--- config.mk ---
export PLATFORM = sky130hd
export DESIGN_NAME = seq_shift_unit_flat
export DESIGN_NICKNAME = d
export VERILOG_FILES = /design/src/rtl/seq_shift_unit_pkg.sv /design/src/rtl/seq_shift_unit_if.sv /design/src/rtl/seq_shift_unit_shift1.sv /design/src/rtl/seq_shift_unit.sv /design/src/flat_wrapper.sv
export SDC_FILE = /design/constraint.sdc
export NUM_CORES = 1
export LEC_CHECK = 0
export CAP_MARGIN = 20
export CORE_MARGIN = 4
export CORE_UTILIZATION = 55
export CTS_CLUSTER_DIAMETER = 30
export DETAILED_ROUTE_END_ITERATION = 6
export DONT_BUFFER_PORTS = 1
export PLACE_DENSITY = 0.69
export RECOVER_POWER = 50
export REMOVE_ABC_BUFFERS = 1
export SYNTH_ARGS = -nofsm -noshare
export SYNTH_HDL_FRONTEND = slang
export SYNTH_SLANG_ARGS = --single-unit
--- constraint.sdc ---
create_clock -name clock -period 3.55 [get_ports clock]
set_input_delay 1.065 -clock clock [delete_from_list [all_inputs] [get_ports clock]]
set_output_delay 1.065 -clock clock [all_outputs]
set_load 0.05 [all_outputs]
--- src/rtl/seq_shift_unit_pkg.sv ---
// Shared encodings and default sizes for the sequential shift unit.
package seq_shift_unit_pkg;

  localparam int DEF_WIDTH   = 32;
  localparam int DEF_SHAMT_W = 5;

  // Operation encodings carried on ctrl_op.
  typedef enum logic [1:0] {
    SHIFT_OP_SLL = 2'b00,
    SHIFT_OP_SRA = 2'b01,
    SHIFT_OP_SRL = 2'b10,
    SHIFT_OP_ROR = 2'b11
  } shift_op_e;

  // Control FSM states.
  typedef enum logic [1:0] {
    ST_IDLE = 2'b00,
    ST_BUSY = 2'b01,
    ST_DONE = 2'b10
  } state_e;

endpackage

--- src/rtl/seq_shift_unit_if.sv ---
// Start/result bus between the pipeline (master) and the shift unit (slave).
interface seq_shift_unit_if import seq_shift_unit_pkg::*; #(
  parameter int WIDTH   = DEF_WIDTH,
  parameter int SHAMT_W = DEF_SHAMT_W
);

  logic               ctrl_shift;
  logic [1:0]         ctrl_op;
  logic [SHAMT_W-1:0] shamt;
  logic [WIDTH-1:0]   data_in;
  logic [WIDTH-1:0]   data_out;
  logic               data_resultRDY;
  logic               busy;

  modport master (
    output ctrl_shift, ctrl_op, shamt, data_in,
    input  data_out, data_resultRDY, busy
  );

  modport slave (
    input  ctrl_shift, ctrl_op, shamt, data_in,
    output data_out, data_resultRDY, busy
  );

endinterface

--- src/rtl/seq_shift_unit_shift1.sv ---
// One-position shift/rotate of a WIDTH-bit word; purely combinational.
module shift1_unit import seq_shift_unit_pkg::*; #(
  parameter int WIDTH = DEF_WIDTH
) (
  input  logic [1:0]       op,
  input  logic [WIDTH-1:0] w,
  output logic [WIDTH-1:0] y
);

  // Select the single-step shift for the requested operation.
  always_comb begin
    // NOTE: y gets a default before the case so no path can infer a latch.
    y = w;
    case (op)
      SHIFT_OP_SLL: y = {w[WIDTH-2:0], 1'b0};
      SHIFT_OP_SRA: y = {w[WIDTH-1], w[WIDTH-1:1]};
      SHIFT_OP_SRL: y = {1'b0, w[WIDTH-1:1]};
      SHIFT_OP_ROR: y = {w[0], w[WIDTH-1:1]};
    endcase
  end

endmodule

--- src/rtl/seq_shift_unit.sv ---
// Multi-cycle shift unit: captures an operand, shifts one bit per clock,
// then pulses data_resultRDY for one cycle with the result on data_out.
module seq_shift_unit import seq_shift_unit_pkg::*; #(
  parameter int WIDTH   = DEF_WIDTH,
  parameter int SHAMT_W = DEF_SHAMT_W
) (
  input  logic            clock,
  input  logic            reset,
  seq_shift_unit_if.slave bus
);

  state_e             r_state, w_state_nxt;
  logic [WIDTH-1:0]   r_work, w_work_nxt;
  logic [WIDTH-1:0]   r_data_out, w_data_out_nxt;
  logic [WIDTH-1:0]   w_shifted;
  logic [SHAMT_W-1:0] r_count, w_count_nxt;
  logic [1:0]         r_op, w_op_nxt;
  logic               r_rdy;
  logic               r_busy;

  shift1_unit #(.WIDTH(WIDTH)) u_shift1 (
    .op (r_op),
    .w  (r_work),
    .y  (w_shifted)
  );

  // Next-state, datapath and result selection.
  always_comb begin
    w_state_nxt    = r_state;
    w_work_nxt     = r_work;
    w_count_nxt    = r_count;
    w_op_nxt       = r_op;
    w_data_out_nxt = r_data_out;
    case (r_state)
      ST_IDLE, ST_DONE: begin
        if (bus.ctrl_shift) begin
          w_work_nxt  = bus.data_in;
          w_op_nxt    = bus.ctrl_op;
          w_count_nxt = bus.shamt;
          if (bus.shamt == '0) begin
            // Zero-length shift completes at the capture edge.
            w_data_out_nxt = bus.data_in;
            w_state_nxt    = ST_DONE;
          end else begin
            w_state_nxt = ST_BUSY;
          end
        end else begin
          w_state_nxt = ST_IDLE;
        end
      end
      ST_BUSY: begin
        w_work_nxt  = w_shifted;
        w_count_nxt = r_count - 1'b1;
        if (r_count == SHAMT_W'(1)) begin
          w_data_out_nxt = w_shifted;
          w_state_nxt    = ST_DONE;
        end
      end
      default: w_state_nxt = ST_IDLE;
    endcase
  end

  // State and datapath registers; busy/rdy are registered decodes of the next state.
  always_ff @(posedge clock or posedge reset) begin
    if (reset) begin
      r_state    <= ST_IDLE;
      r_work     <= '0;
      r_count    <= '0;
      r_op       <= '0;
      r_data_out <= '0;
      r_rdy      <= 1'b0;
      r_busy     <= 1'b0;
    end else begin
      // NOTE: non-blocking so every register samples pre-edge values.
      r_state    <= w_state_nxt;
      r_work     <= w_work_nxt;
      r_count    <= w_count_nxt;
      r_op       <= w_op_nxt;
      r_data_out <= w_data_out_nxt;
      r_rdy      <= (w_state_nxt == ST_DONE);
      r_busy     <= (w_state_nxt == ST_BUSY);
    end
  end

  assign bus.data_out       = r_data_out;
  assign bus.data_resultRDY = r_rdy;
  assign bus.busy           = r_busy;

endmodule
--- src/flat_wrapper.sv ---
// flat-port wrapper written by rule: the top's interface ports become plain ports
module seq_shift_unit_flat import seq_shift_unit_pkg::*;
#(
  parameter int WIDTH   = DEF_WIDTH,
  parameter int SHAMT_W = DEF_SHAMT_W
)
  (clock, reset, bus_ctrl_shift, bus_ctrl_op, bus_shamt, bus_data_in, bus_data_out, bus_data_resultRDY, bus_busy);
  seq_shift_unit_if #(.WIDTH(WIDTH), .SHAMT_W(SHAMT_W)) bus_i ();
  input  logic clock;
  input  logic reset;
  input wire logic [$bits(bus_i.ctrl_shift)-1:0] bus_ctrl_shift;
  input wire logic [$bits(bus_i.ctrl_op)-1:0] bus_ctrl_op;
  input wire logic [$bits(bus_i.shamt)-1:0] bus_shamt;
  input wire logic [$bits(bus_i.data_in)-1:0] bus_data_in;
  output wire logic [$bits(bus_i.data_out)-1:0] bus_data_out;
  output wire logic [$bits(bus_i.data_resultRDY)-1:0] bus_data_resultRDY;
  output wire logic [$bits(bus_i.busy)-1:0] bus_busy;
  assign bus_i.ctrl_shift = bus_ctrl_shift;
  assign bus_i.ctrl_op = bus_ctrl_op;
  assign bus_i.shamt = bus_shamt;
  assign bus_i.data_in = bus_data_in;
  assign bus_data_out = bus_i.data_out;
  assign bus_data_resultRDY = bus_i.data_resultRDY;
  assign bus_busy = bus_i.busy;
  seq_shift_unit #(.WIDTH(WIDTH), .SHAMT_W(SHAMT_W)) u_core (.clock(clock), .reset(reset), .bus(bus_i));
endmodule
==> results.cfg, run 1 <==
[final_layout]
n_fill_cell = 556
area_growth_pct = 6.72
finalNetCount = 438
postLayoutCellArea_um2 = 3890
drive_gt1_frac = 0.163
antennaDiodeCount = 0

[setup_path]
start_kind = register
worstSetupPathType = reg -> reg
critical_path.cell_chain = buf_4 -> nor2_2 -> clkbuf_1 -> nand2_1 -> a31o_2 -> o21ai_0
crit_fanout = 32
critPathArrivalTime_ps = 2940
required_ps = 3820
rrSetupSlack_ps = 880
end_kind = register
slowest_stage = clkbuf_1
worst_path_largest_cell_delay_ps = 1070

[timing]
fin_crit_ps = 2670
clock_skew_ps = 5.97
max_freq_ghz = 0.374
max-slew-margin-rel = -0.462
final-setup-viol-count = 0
final_max_slew_viol_count = 52
hold_viol = 0
fin_hold_ws_ps = 508
tightest_slew_ps = 2180
period_share = 0.753
rsz0062_at_grt = no
setup_ws_ps = 876

[logic_synthesis]
synthCells = 406
yosys_warnings = 0
synth_fa_ha_area_frac = 0.00686
seq_area_frac_synth = 0.514
ys_ff_latch = 75
synth_top_family_by_area = compound AO/OA/AOI/OAI gates
synth_xor_area_frac = 0
synth_cell_types = 35
syn_avg_cell_area_um2 = 8.99
synth.mux.area_fraction = 0.00583
synth_compound_gate_area_share = 0.241
syn_area_um2 = 3650
synth-simple-area-share = 0.169

[die]
fp-row-count = 29
die_height_um = 89.5
start_util = 0.572
die_w_um = 89.5
dieArea_um2 = 8000
core-area_um2 = 6390
boundaryPins = 76

[place]
place_congestion = 0.826
portBuffers = 0
pre_cts_ws_ps = 923
placed_area_um2 = 3650
dp_hpwl_um = 5250

[clock_tree]
cts_tree = yes
postCtsSetupBuffers = 0
clockRootBuffer = clkbuf_8
path_clk_slew_ps = 80
numCtsBuffers = 9
insertion_delay_ps = 350
cts_buffer_depth = 2
ctsResizeCount = 0
cts_hold_buffers = 0
clock_sink_count = 75
htreeDepth = 3

[status]
violations = max-capacitance violations, max-slew violations
status = finished with violations

[pwr]
p_int_w = 0.00252
clkPwrFrac = 0.180
swShare = 0.471
p_sw_w = 0.00225
combPwrFrac = 0.352
ir_worst_vdd_mv = 0.802
seqPwrFrac = 0.468
power_leakage_nw = 1.68
powerDensity_nw_per_um2 = 1220

[grt]
grt.total_usage = 0.220
grt_max_degree = 64
first_global_vias = 2853
antenna_found_initial = 0
overflow = 0
grt_pass1_wl_um = 13600

[route]
finalWirelength_um = 7940
num_vias = 2735
route.detailed.drc = 0
wire_per_inst_um = 16.7
vias_per_cell = 5.75
drtAntennaViolNets = 0
drtPass1Iterations = 4
drtIter0Drc = 164

[min_path]
hp-class = reg -> reg

[run]
cap_violations = 1
power by group through the flow:
stage | Sequential (W) | Combinational [W] | Clock, W
floorplan | 0.00219 | 0.00129 | 0
global route | 0.00229 | 0.00194 | 0.000916
detailed placement | 0.00225 | 0.00171 | 0
global placement | 0.00224 | 0.00166 | 0
finish | 0.00223 | 0.00167 | 0.000857
CTS | 0.00223 | 0.00171 | 0.000875
flip-flops by register name (all words and copies together) (netlist names):
signal                     count
u_core.bus.data_out           32
u_core.r_work                 32
u_core.r_count                 5
u_core.r_op                    2
u_core.r_state                 2
u_core.bus.busy                1
u_core.bus.data_resultRDY      1
synth_stat cells, drive strengths merged:
library cell / number / area share
a32oi: 1 / 0.0045
a21oi: 4 / 0.0055
nor4b: 1 / 0.0065
mux2: 1 / 0.0031
and2b: 1 / 0.0024
or3: 1 / 0.0017
nor3: 1 / 0.0014
mux2i: 1 / 0.0027
o221ai: 1 / 0.0024
nor2b: 1 / 0.0017
buf: 21 / 0.046
nor4: 1 / 0.0034
nand2: 102 / 0.10
o21bai: 2 / 0.0041
a21o: 1 / 0.0021
a221o: 2 / 0.0055
o21ai: 95 / 0.14
o31ai: 1 / 0.0021
nand2b: 2 / 0.0034
nand3b: 1 / 0.0021
o221a: 1 / 0.0031
ha: 2 / 0.0069
nor2: 38 / 0.040
a31o: 30 / 0.072
nand3: 1 / 0.0014
clkbuf: 11 / 0.011
o211ai: 1 / 0.0021
inv: 6 / 0.0062
dfrtp: 75 / 0.51
kinds of logic (layout without fill, tap and decap cells):
kind of cell / Yosys count / after routing
flip-flops: 75 / 75
AND/OR/NAND/NOR: 150 / 150
AO/OA/AOI/OAI: 139 / 139
multiplexers: 2 / 2
buffers and inverters: 38 / 31
adder cells (fa/ha/maj): 2 / 2
worst max-delay path, delay by kind of cell, from the launching register on:
family / cells / cell delay (ps)
buf+inv: 2 / 1340
flops: 1 / 510
compound gates: 2 / 480
simple gates: 2 / 250
layout by cell type (no fill, tap or decap), drive strengths merged, types with 2 or more instances in the layout:
master and n:
ha 2, nand2b 2, o21bai 2, buf 6
a31o 30, a221o 2, dfrtp 75, clkbuf 12
nand2 102, nor2 38, a21oi 4, clkinvlp 3
bufinv 4, inv 5, o21ai 95
path summary, 6_finish.rpt:
| path | start | end | cells after the start |
|---|---|---|---|
| max reg2reg | u_core.r_op[1] | u_core.r_work[3] | 6 |
| max | u_core.r_op[1] | u_core.r_work[3] | 6 |
| min | u_core.r_work[6] | u_core.r_work[6] | 2 |
| min reg2reg | u_core.r_work[6] | u_core.r_work[6] | 2 |
| max in group asynchronous | reset | u_core.r_work[17] | 2 |
| min in group asynchronous | reset | u_core.bus.data_out[25] | 1 |
final cells by class:
cell class	instances	area, um^2	area share
Multi-Input combinational cell	293	1550	0.399
Clock buffer	9	124	0.0318
Inverter	6	23.8	0.00610
Timing Repair Buffer	9	81.3	0.0209
Tap cell	77	96.3	0.0247
Sequential cell	75	1880	0.482
Clock inverter	7	140	0.0360
per-layer routing:
| layer | vias up | GRT usage | wire [um] |
|---|---|---|---|
| met5 | - | 0 | 0 |
| met4 | 0 | 0.0704 | 98 |
| met3 | 9 | 0.0719 | 550 |
| met2 | 65 | 0.358 | 3810 |
| met1 | 1297 | 0.279 | 3480 |
| li1 | 1364 | - | - |
through the flow:
stage / total power (W) / utilization / instances / TNS, ps
after floorplan: 0.00347 / - / 374 / -1810
after global placement: 0.00390 / 0.571 / 460 / 0
after detailed placement: 0.00396 / 0.571 / 460 / 0
after CTS: 0.00482 / 0.613 / 476 / 0
after global routing: 0.00515 / 0.610 / 476 / 0
final: 0.00476 / 0.610 / 476 / 0
Power figures use the tool's default switching activity.
==> run 2: changes to the inputs <==
Clock period 3.55 ns to 2.8 ns, I/O delays scaled along.
==> run 2 against run 1 <==
Against the previous run: the flow still finishes with violations (max-capacitance violations, max-slew violations); critical path depth down 1; power up 18%; non-clock buffer count up 2; first-iteration DRC count up 4.9%; largest cell class unchanged; highest routed layer unchanged.
==> results.cfg, run 2 (synthesized netlist as in run 1, its figures left out) <==
[route]
num_vias = 2809
route.detailed.drc = 0
drtIter0Drc = 172
wire_per_inst_um = 16.2
drtPass1Iterations = 4
drtAntennaViolNets = 0
vias_per_cell = 5.91
finalWirelength_um = 7720

[timing]
max_freq_ghz = 0.480
rsz0062_at_grt = no
final-setup-viol-count = 0
fin_crit_ps = 2090
clock_skew_ps = 8.51
hold_viol = 0
final_max_slew_viol_count = 46
period_share = 0.745
setup_ws_ps = 715
max-slew-margin-rel = -0.315
tightest_slew_ps = 1960

[pwr]
ir_worst_vdd_mv = 0.782
seqPwrFrac = 0.500
swShare = 0.497
combPwrFrac = 0.375
p_sw_w = 0.00280
p_int_w = 0.00284
powerDensity_nw_per_um2 = 1490
clkPwrFrac = 0.124
power_leakage_nw = 1.64

[final_layout]
antennaDiodeCount = 0
drive_gt1_frac = 0.158
area_growth_pct = 3.53
layout_common_cells = nand2_1 (102), dfrtp_1 (75), o21ai_0 (57)
layout_commonest_cell = nand2_1
finalNetCount = 440
postLayoutCellArea_um2 = 3780

[die]
core-area_um2 = 6390
dieArea_um2 = 8000
start_util = 0.572
die_w_um = 89.5
die_height_um = 89.5
fp-row-count = 29
boundaryPins = 76

[clock_tree]
clock_sink_count = 75
cts_buffer_depth = 2
htreeDepth = 3
postCtsSetupBuffers = 0
path_clk_slew_ps = 70
insertion_delay_ps = 340
ctsResizeCount = 0
cts_tree = yes
clockRootBuffer = clkbuf_8
numCtsBuffers = 9
cts_hold_buffers = 0

[setup_path]
r2r_start = u_core.r_state[1]
critical_path.cell_chain = nor4_1 -> a32oi_4 -> clkbuf_2 -> nand2_1 -> o21ai_1
critPathBufInv = 1
rrSetupSlack_ps = 870
end_kind = register
start_kind = primary input
slowest_stage = nor4_1
required_ps = 3010
critPathArrivalTime_ps = 2290
worstSetupPathType = in -> reg
worst_path_largest_cell_delay_ps = 570
crit_fanout = 31
startpoint = bus_shamt[0]
crit_family = simple AND/OR/NAND/NOR gates

[grt]
grt_pass1_wl_um = 13200
first_global_vias = 2820
antenna_found_initial = 0
overflow = 0
grt.total_usage = 0.215
grt_max_degree = 52

[place]
dp_hpwl_um = 5330
portBuffers = 0
place_congestion = 0.830
placed_area_um2 = 3650
pre_cts_ws_ps = 732

[status]
status = finished with violations
violations = max-capacitance violations, max-slew violations

[min_path]
hp-start = u_core.r_work[2]
hp-class = reg -> reg

[run]
cap_violations = 1
run 2: changes by cell type in the layout (fill, tap and decap cells not counted):
cell,before,now
buf_12,2,1
bufinv_16,4,0
clkbuf_2,0,3
clkbuf_8,9,10
clkinv_2,1,2
clkinvlp_4,2,1
nor2_1,36,37
nor2_2,1,0
o21ai_0,59,57
o21ai_1,29,31
run 2: area by class of cell:
| class | count | area [um^2] |
|---|---|---|
| Sequential cell | 75 | 1880 |
| Tap cell | 77 | 96.3 |
| Fill cell | 571 | 2610 |
| Clock inverter | 3 | 17.5 |
| Multi-Input combinational cell | 293 | 1550 |
| Inverter | 6 | 23.8 |
| Timing Repair Buffer | 11 | 76.3 |
| Clock buffer | 10 | 138 |
run 2: per-stage QoR:
step | hold WS [ps] | total power, W | cells | TNS [ps] | utilization
after floorplan | 461 | 0.00440 | 374 | -28750 | -
after CTS | 508 | 0.00571 | 475 | 0 | 0.596
after detailed placement | 491 | 0.00501 | 462 | 0 | 0.572
after global routing | 537 | 0.00615 | 475 | 0 | 0.592
final | 502 | 0.00564 | 475 | 0 | 0.592
after global placement | 483 | 0.00495 | 462 | 0 | 0.572
run 2: worst min-delay path: cells and delay by family (launching register included):
family	cells	cell delay, ps
and+or+nand+nor	1	50
AOI/OAI and AO/OA	1	60
DFF	1	360
run 2: worst paths after layout:
path	endpoint	depth (start not counted)
max	u_core.bus.data_out[23]	5
min	u_core.r_work[2]	2
max reg2reg	u_core.r_work[9]	5
min reg2reg	u_core.r_work[2]	2
max in group asynchronous	u_core.bus.data_out[9]	2
min in group asynchronous	u_core.bus.data_out[26]	1
run 2: power groups by stage:
stage	clock network [W]	logic [W]	registers, W
after floorplan	0	0.00163	0.00277
after global placement	0	0.00211	0.00283
after detailed placement	0	0.00217	0.00284
after CTS	0.000718	0.00217	0.00283
after global routing	0.000776	0.00247	0.00290
final	0.000702	0.00212	0.00282
run 2: metal layers:
| metal | up-vias | GRT usage | share of wire |
|---|---|---|---|
| li1 | 1369 | - | - |
| met1 | 1365 | 0.280 | 0.44 |
| met2 | 66 | 0.338 | 0.47 |
| met3 | 9 | 0.0599 | 0.076 |
| met4 | 0 | 0.0893 | 0.011 |
| met5 | - | 0 | 0 |
==> run 3: changes to the inputs <==
Clock period 2.8 ns to 1.92 ns, I/O delays scaled along.
==> run 3 against run 2 <==
Against the previous run: the flow now finishes without violations; clock power up 48%; first-iteration DRC count down 27%; power up 48%; cell count up 0.84%; clock skew about the same; core utilization up 0.92 points; via count down 1.1%; combinational power up 50%; register-to-register slack worse by 640 ps; sequential power up 46%; critical path depth down 1; highest routed layer unchanged.
==> results.cfg, run 3 (synthesized netlist as in run 1, its figures left out) <==
[setup_path]
slowest_stage = nor2_1
critPathBufInv = 1
r2r_end = u_core.r_work[19]
critPathArrivalTime_ps = 1900
required_ps = 2130
startpoint = u_core.r_state[0]
end_kind = register
worstSetupPathType = reg -> reg
rrSetupSlack_ps = 230
r2r_start = u_core.r_state[0]
crit_fanout = 62
worst_path_largest_cell_delay_ps = 440
start_kind = register
r2r_cells = 4
critical_path.cell_chain = and2b_2 -> nor2_1 -> buf_12 -> o21ai_0
crit_family = simple AND/OR/NAND/NOR gates

[grt]
grt_pass1_wl_um = 13100
grt.total_usage = 0.214
antenna_found_initial = 0
overflow = 0
first_global_vias = 2781
grt_max_degree = 63

[place]
placedCellCount = 464
dp_hpwl_um = 5410
place_congestion = 0.799
pre_cts_ws_ps = 167
portBuffers = 0

[pwr]
power_leakage_nw = 1.67
powerDensity_nw_per_um2 = 2170
ir_worst_vdd_mv = 1.33

[die]
fp-row-count = 29
boundaryPins = 76
core-area_um2 = 6390
dieArea_um2 = 8000
start_util = 0.572
die_height_um = 89.5
die_w_um = 89.5

[route]
finalWirelength_um = 7900
num_vias = 2778
route.detailed.drc = 0
vias_per_cell = 5.80
wire_per_inst_um = 16.5
drtAntennaViolNets = 0
drtPass1Iterations = 4
drtIter0Drc = 126

[final_layout]
antennaDiodeCount = 0
layout_common_cells = nand2_1 (102), dfrtp_1 (75), o21ai_0 (55)
fin_cells = 479
area_growth_pct = 5.14
layout_commonest_cell = nand2_1
drive_gt1_frac = 0.169
final_util = 0.601
finalNetCount = 442

[clock_tree]
ctsResizeCount = 0
insertion_delay_ps = 340
postCtsSetupBuffers = 0
cts_hold_buffers = 0
htreeDepth = 3
numCtsBuffers = 9
cts_buffer_depth = 2
clock_sink_count = 75
path_clk_slew_ps = 70
clockRootBuffer = clkbuf_8
cts_tree = yes

[min_path]
hp-start = bus_ctrl_op[0]
hp-class = in -> reg
hold_path_end = u_core.r_op[0]
min_delay_path_depth = 2

[timing]
max_freq_ghz = 0.591
clock_skew_ps = 8.07
rsz0062_at_grt = no
setup_ws_ps = 229
tightest_slew_ps = 1250
final-setup-viol-count = 0
period_share = 0.881
fin_crit_ps = 1690
final_max_slew_viol_count = 0
fin_hold_ws_ps = 347
hold_viol = 0
max-slew-margin-rel = 0.165

[run]
cap_violations = 0

[status]
status = complete, no violations
run 3: report_power, final:
group          leakage [nW]  internal (W)  total, W  switching [W]
clock network        0.0860      0.000492   0.00104       0.000543
registers             0.930       0.00235   0.00411        0.00176
logic                 0.653       0.00139   0.00319        0.00180
total                  1.67       0.00423   0.00834        0.00411
run 3: worst reg2reg max path, cell delays in order (launching register included):
cell	delay, ps
dfrtp_1	400
and2b_2	250
nor2_1	440
buf_12	310
o21ai_0	160
run 3: routing by layer:
metal  wire length [um]  global-route usage  up-vias
met5                  0                   0        -
met4                139              0.0934        0
met3                594              0.0571       14
met2               3840               0.352       82
met1               3330               0.265     1312
li1                   -                   -     1370
run 3: layout make-up:
type	instances	area, um^2
multi-input combinational	293	1550
inverter	6	23.8
tap	77	96.3
clock inverter	3	15.0
timing repair buffer	13	129
clock buffer	12	145
fill	578	2550
sequential	75	1880
run 3: worst max path at each step:
stage / endpoint / slack (ps) / cells past startpoint
floorplan: u_core.r_count[2] / -1470 / 4
global placement: u_core.bus.data_out[0] / 210 / 4
detailed placement: u_core.bus.data_out[0] / 170 / 4
CTS: u_core.bus.data_out[0] / 220 / 6
global route: u_core.r_work[30] / 100 / 6
finish: u_core.r_work[19] / 230 / 4
run 3: stage by stage:
| step | total power [W] | setup TNS [ps] | cell area [um^2] |
|---|---|---|---|
| CTS | 0.00844 | 0 | 3850 |
| floorplan | 0.00642 | -127160 | 3440 |
| finish | 0.00834 | 0 | 3840 |
| detailed placement | 0.00740 | 0 | 3690 |
| global route | 0.00903 | 0 | 3840 |
| global placement | 0.00728 | 0 | 3690 |
